**src/rtl/pwm_duty_ctrl.sv**
```systemverilog
`default_nettype none
// ============================================================================
// Module   : pwm_duty_ctrl
// Brief    : Duty sequencer / over-current protection in front of the PWM
//            generator. Optional macro PWM_DUTY_CLAMP_EN clamps targets.
// Revision : 1.0  initial release
// ============================================================================
module pwm_duty_ctrl #(
  parameter logic [10:0] SLEW_STEP   = 11'h010,
  parameter int unsigned FAULT_LIMIT = 3,
  parameter logic [10:0] DUTY_IDLE   = 11'h400
) (
  input  logic        clk,
  input  logic        rst_n,
  input  logic        en,
  input  logic [10:0] duty_tgt,
  input  logic        tgt_vld,
  output logic        tgt_rdy,
  input  logic        PWM_synch,
  input  logic        ovr_I,
  input  logic        ovr_I_blank,
  input  logic        clr_fault,
  output logic [10:0] duty,
  output logic        fault,
  output logic        running
);

  typedef enum logic [1:0] {
    S_IDLE  = 2'd0,
    S_RUN   = 2'd1,
    S_STOP  = 2'd2,
    S_FAULT = 2'd3
  } state_t;

  localparam logic [2:0]  c_fault_limit = FAULT_LIMIT[2:0];
  localparam logic [10:0] c_clamp_lo    = 11'h080;
  localparam logic [10:0] c_clamp_hi    = 11'h780;

  state_t      r_state;
  state_t      w_state_nxt;
  logic [10:0] r_tgt;
  logic [10:0] w_tgt_in;
  logic [10:0] w_goal;
  logic [10:0] w_step;
  logic [11:0] w_up;
  logic [11:0] w_dn;
  logic [10:0] r_duty;
  logic        r_flag;
  logic [2:0]  r_fcnt;
  logic [2:0]  w_fcnt_inc;
  logic        w_qual;
  logic        w_faulted;
  logic        w_fault_trip;
  logic        w_enter_idle;

  // ---------------------------------------------------------------- target
`ifdef PWM_DUTY_CLAMP_EN
  // Keep a minimum on-time on both bridge legs beyond the dead-time.
  always_comb begin
    w_tgt_in = duty_tgt;
    if (duty_tgt < c_clamp_lo)
      w_tgt_in = c_clamp_lo;
    else if (duty_tgt > c_clamp_hi)
      w_tgt_in = c_clamp_hi;
  end
`else
  assign w_tgt_in = duty_tgt;
`endif

  always_ff @(posedge clk or negedge rst_n) begin
    if (!rst_n)
      r_tgt <= DUTY_IDLE;
    else if (tgt_vld && tgt_rdy)
      r_tgt <= w_tgt_in;
  end

  // ------------------------------------------------------------- slew step
  assign w_goal = (r_state == S_RUN) ? r_tgt : DUTY_IDLE;
  assign w_up   = {1'b0, r_duty} + {1'b0, SLEW_STEP};
  assign w_dn   = {1'b0, r_duty} - {1'b0, SLEW_STEP};

  // A borrow out of the 12-bit subtract means the step went below zero.
  always_comb begin
    w_step = r_duty;
    if (r_duty < w_goal) begin
      if (w_up > {1'b0, w_goal})
        w_step = w_goal;
      else
        w_step = w_up[10:0];
    end else if (r_duty > w_goal) begin
      if (w_dn[11] || (w_dn < {1'b0, w_goal}))
        w_step = w_goal;
      else
        w_step = w_dn[10:0];
    end
  end

  // ------------------------------------------------- over-current counting
  assign w_qual       = ovr_I && !ovr_I_blank;
  assign w_faulted    = r_flag || w_qual;
  assign w_fcnt_inc   = (r_fcnt == 3'd7) ? 3'd7 : (r_fcnt + 3'd1);
  assign w_fault_trip = PWM_synch && w_faulted && (w_fcnt_inc >= c_fault_limit);

  // ------------------------------------------------------------------ FSM
  always_ff @(posedge clk or negedge rst_n) begin
    if (!rst_n)
      r_state <= S_IDLE;
    else
      r_state <= w_state_nxt;
  end

  always_comb begin
    w_state_nxt = r_state;
    case (r_state)
      S_IDLE: begin
        if (PWM_synch && en)
          w_state_nxt = S_RUN;
      end
      S_RUN: begin
        if (!en)
          w_state_nxt = S_STOP;
      end
      S_STOP: begin
        if (PWM_synch) begin
          if (en)
            w_state_nxt = S_RUN;
          else if (w_step == DUTY_IDLE)
            w_state_nxt = S_IDLE;
        end
      end
      S_FAULT: begin
        if (clr_fault && !en)
          w_state_nxt = S_IDLE;
      end
      default: w_state_nxt = S_IDLE;
    endcase
    if (w_fault_trip && (r_state != S_FAULT))
      w_state_nxt = S_FAULT;
  end

  assign w_enter_idle = (w_state_nxt == S_IDLE) && (r_state != S_IDLE);

  always_ff @(posedge clk or negedge rst_n) begin
    if (!rst_n) begin
      r_flag <= 1'b0;
      r_fcnt <= 3'd0;
    end else begin
      if (PWM_synch) begin
        r_flag <= 1'b0;
        r_fcnt <= w_faulted ? w_fcnt_inc : 3'd0;
      end else if (w_qual) begin
        r_flag <= 1'b1;
      end
      if (w_enter_idle)
        r_fcnt <= 3'd0;
    end
  end

  // ------------------------------------------------------------ duty reg
  // Fault entry parks the bridge immediately, not at the next boundary.
  always_ff @(posedge clk or negedge rst_n) begin
    if (!rst_n)
      r_duty <= DUTY_IDLE;
    else if ((w_state_nxt == S_FAULT) || (r_state == S_FAULT) || (r_state == S_IDLE))
      r_duty <= DUTY_IDLE;
    else if (PWM_synch && ((r_state == S_RUN) || (r_state == S_STOP)))
      r_duty <= w_step;
  end

  assign duty    = r_duty;
  assign tgt_rdy = (r_state == S_RUN);
  assign running = (r_state == S_RUN);
  assign fault   = (r_state == S_FAULT);

endmodule
`default_nettype wire

```
**config.mk**
```make
export PLATFORM = sky130hd
export DESIGN_NAME = pwm_duty_ctrl
export DESIGN_NICKNAME = d
export VERILOG_FILES = /design/src/rtl/pwm_duty_ctrl.sv
export SDC_FILE = /design/constraint.sdc
export NUM_CORES = 1
export LEC_CHECK = 0
export CORE_AREA = 4 4 87 129
export DETAILED_ROUTE_END_ITERATION = 10
export DIE_AREA = 0 0 91 133
export PLACE_DENSITY = 0.51
export SYNTH_ARGS = -nofsm -noshare
export SYNTH_HDL_FRONTEND = slang
export SYNTH_SLANG_ARGS = --single-unit
```
**constraint.sdc**
```tcl
create_clock -name clk -period 12.45 [get_ports clk]
set_clock_uncertainty 0.15 [all_clocks]
set_input_delay 1.245 -clock clk [delete_from_list [all_inputs] [get_ports clk]]
set_output_delay 1.245 -clock clk [all_outputs]
set_load 0.03 [all_outputs]
```
==> impl_metrics.json <==
{
  "final_cell_mix": "ha_1, clkdlybuf4s50_1, a21oi_1, dfrtp_1, nand2_1",
  "cp.required_ps": 12480,
  "ys_ff_latch": 28,
  "synthSimpleGateAreaFrac": 0.195,
  "fin_tns_setup_ps": 0,
  "use_met3": 0.0102,
  "syn-num-nets": 371,
  "synth_cells": 320,
  "slowest_stage": "nor3_1",
  "dr.pass1.iters": 4,
  "synth.top_cells.by_area": "dfrtp_1, ha_1, mux2_2",
  "async_reset_ff_frac": 1.00,
  "synth_top_family_by_area": "compound AO/OA/AOI/OAI gates",
  "startpoint_type": "flip-flop",
  "finalCritPeriodShare": 0.432,
  "port_buffers": 32,
  "synth_fa_ha_area_frac": 0.140,
  "area_growth_syn_to_layout_pct": 16.4,
  "fp.dieW_um": 91,
  "min_period_ps": 5380,
  "grt_usage": 0.144,
  "grt_pass1_wl_um": 13900,
  "muxShareOfSynthArea": 0.0767,
  "io-pin-count": 33,
  "synth_warnings": 0,
  "gr-usage-met2": 0.273,
  "antenna_found_initial": 0,
  "drc": 0,
  "cts_num_sinks": 28,
  "slew_violations": 0,
  "ys_types": 60,
  "cp_top_family": "simple AND/OR/NAND/NOR gates",
  "clk_path_buf_depth": 2,
  "critical_path_buf_inv_count": 2,
  "cts-buffers-inserted": 3,
  "tightest_slew_ps": 1170,
  "rsz0062_at_grt": "false",
  "cap_violations": 0,
  "cp-end-kind": "flip-flop",
  "drive_above_1_share": 0.123,
  "syn_area_per_cell_um2": 8.93,
  "clk_latency_ps": 260,
  "final_antenna_net_count": 0,
  "crit_type": "reg -> reg",
  "dieArea_mm2": 0.0121,
  "path_cells": "inv_1 > ha_1 > and2_1 > inv_1 > ha_1 > and3_1 > nand2_1 > nor3_1 > nand2_1 > o211a_1 > or4_4 > o31ai_4 > o21ai_1 > a22oi_2",
  "rr_endpoint": "duty[9]",
  "fillers": 1085,
  "postCtsSetupRepairBufs": 0,
  "cts_resized": 0,
  "yosys.area.top_type": "dfrtp_1",
  "ys.flop_type": "dfrtp_1",
  "fmax_mhz": 186,
  "cp.depth": 14,
  "grt_util_met1": 0.149,
  "synth-xor-area-share": 0.0307,
  "insertedDiodeCount": 0,
  "worst_hold_path_type": "reg -> reg",
  "post-dp-hpwl_um": 7030,
  "hold_violations": 0,
  "grt_pass1_vias": 2681,
  "start_util": 0.282,
  "run_status": "finished clean",
  "slew_headroom": 0.215,
  "synth-compound-area-share": 0.262,
  "yosys.area.top_type_share": 0.228,
  "crit_end": "duty[9]",
  "grt.busiest_layer": "met2",
  "synth_edf_count": 0,
  "vias_per_cell": 5.64,
  "postCtsHoldBufs": 0,
  "r2r-start": "r_state[1]",
  "wl_per_cell_um": 18.7,
  "r2r_cells": 14,
  "synth_area_mm2": 0.00286,
  "critical_path.max_fanout": 20,
  "routed_wl_um": 8560,
  "overflow": 0,
  "tritoncts": "done",
  "die_h_um": 133,
  "rows": 45,
  "fin_nets": 393,
  "arrival_ps": 5420,
  "clkTransAtPathRegs_ps": 70,
  "initialDrtViolationCount": 146,
  "coreArea_mm2": 0.0101,
  "vias": 2581,
  "grt_start_max_net_pins": 29,
  "crit_start": "r_state[1]",
  "max_stage_delay_ps": 830,
  "synth_seq_area_share": 0.246,
  "setup_viol": 0,
  "gp_congestion": 1.00,
  "root_buffer": "clkbuf_16",
  "h-tree-depth": 1,
  "rrSetupSlack_ps": 7070
}
## flip-flops by register name, summed over array words and instances (netlist names)
register  flops
duty         11
r_fcnt        3
r_state       2
r_flag        1
r_tgt        11
## worst min path at each step
| stage | start | end | slack, ps | depth (start not counted) |
|---|---|---|---|---|
| 6_report | r_tgt[9] | r_tgt[9] | 350 | 1 |
| 3_3_place_gp | r_tgt[9] | r_tgt[9] | 330 | 1 |
| 5_1_grt | r_tgt[8] | r_tgt[8] | 380 | 1 |
| 4_1_cts | r_tgt[9] | r_tgt[9] | 360 | 1 |
| 2_1_floorplan | r_tgt[4] | r_tgt[4] | 320 | 1 |
| 3_5_place_dp | r_tgt[9] | r_tgt[9] | 340 | 1 |
## metrics by stage
step	instances	hold slack, ps	cell area [um2]	utilization	setup slack, ps
floorplan	320	321	2860	-	7950
global placement	454	332	3240	0.319	7050
detailed placement	454	340	3240	0.319	7090
CTS	458	356	3320	0.328	7040
global route	458	384	3320	0.328	6720
finish	458	352	3320	0.328	7070
## metal layers
metal,share of wire,up-vias
met2,0.54,64
met1,0.37,1236
met5,0,-
met4,0.068,0
met3,0.021,27
li1,-,1254
## area by class of cell
cell class,count,area [um2],share of cell area
timing repair buffer,33,328,0.0986
multi-input combinational,264,2010,0.606
clock buffer,4,88.8,0.0267
tap,117,146,0.0440
sequential,28,703,0.212
inverter,12,45.0,0.0135
## cells by family (layout without fill, tap and decap cells)
logic type,Yosys count,count (layout)
buf+inv,28,49
fa+ha+maj,32,32
mux,20,20
flops,28,28
compound gates,98,98
simple gates,104,104
xor+xnor,10,10
## Yosys cell counts, drive strengths merged, types with 5 or more instances
| master | number |
|---|---|
| inv | 12 |
| a21oi | 36 |
| nor2 | 16 |
| o211ai | 6 |
| a21o | 8 |
| buf | 10 |
| o21ai | 11 |
| ha | 32 |
| nor3 | 13 |
| nand2 | 24 |
| xnor2 | 5 |
| xor2 | 5 |
| and2 | 10 |
| a211oi | 6 |
| dfrtp | 26 |
| nand2b | 6 |
| nand3 | 9 |
| clkbuf | 6 |
| mux2 | 15 |
| mux2i | 5 |
Power is not shown: default switching activity piles up to over one toggle a cycle in this logic, so the estimate is an artifact.
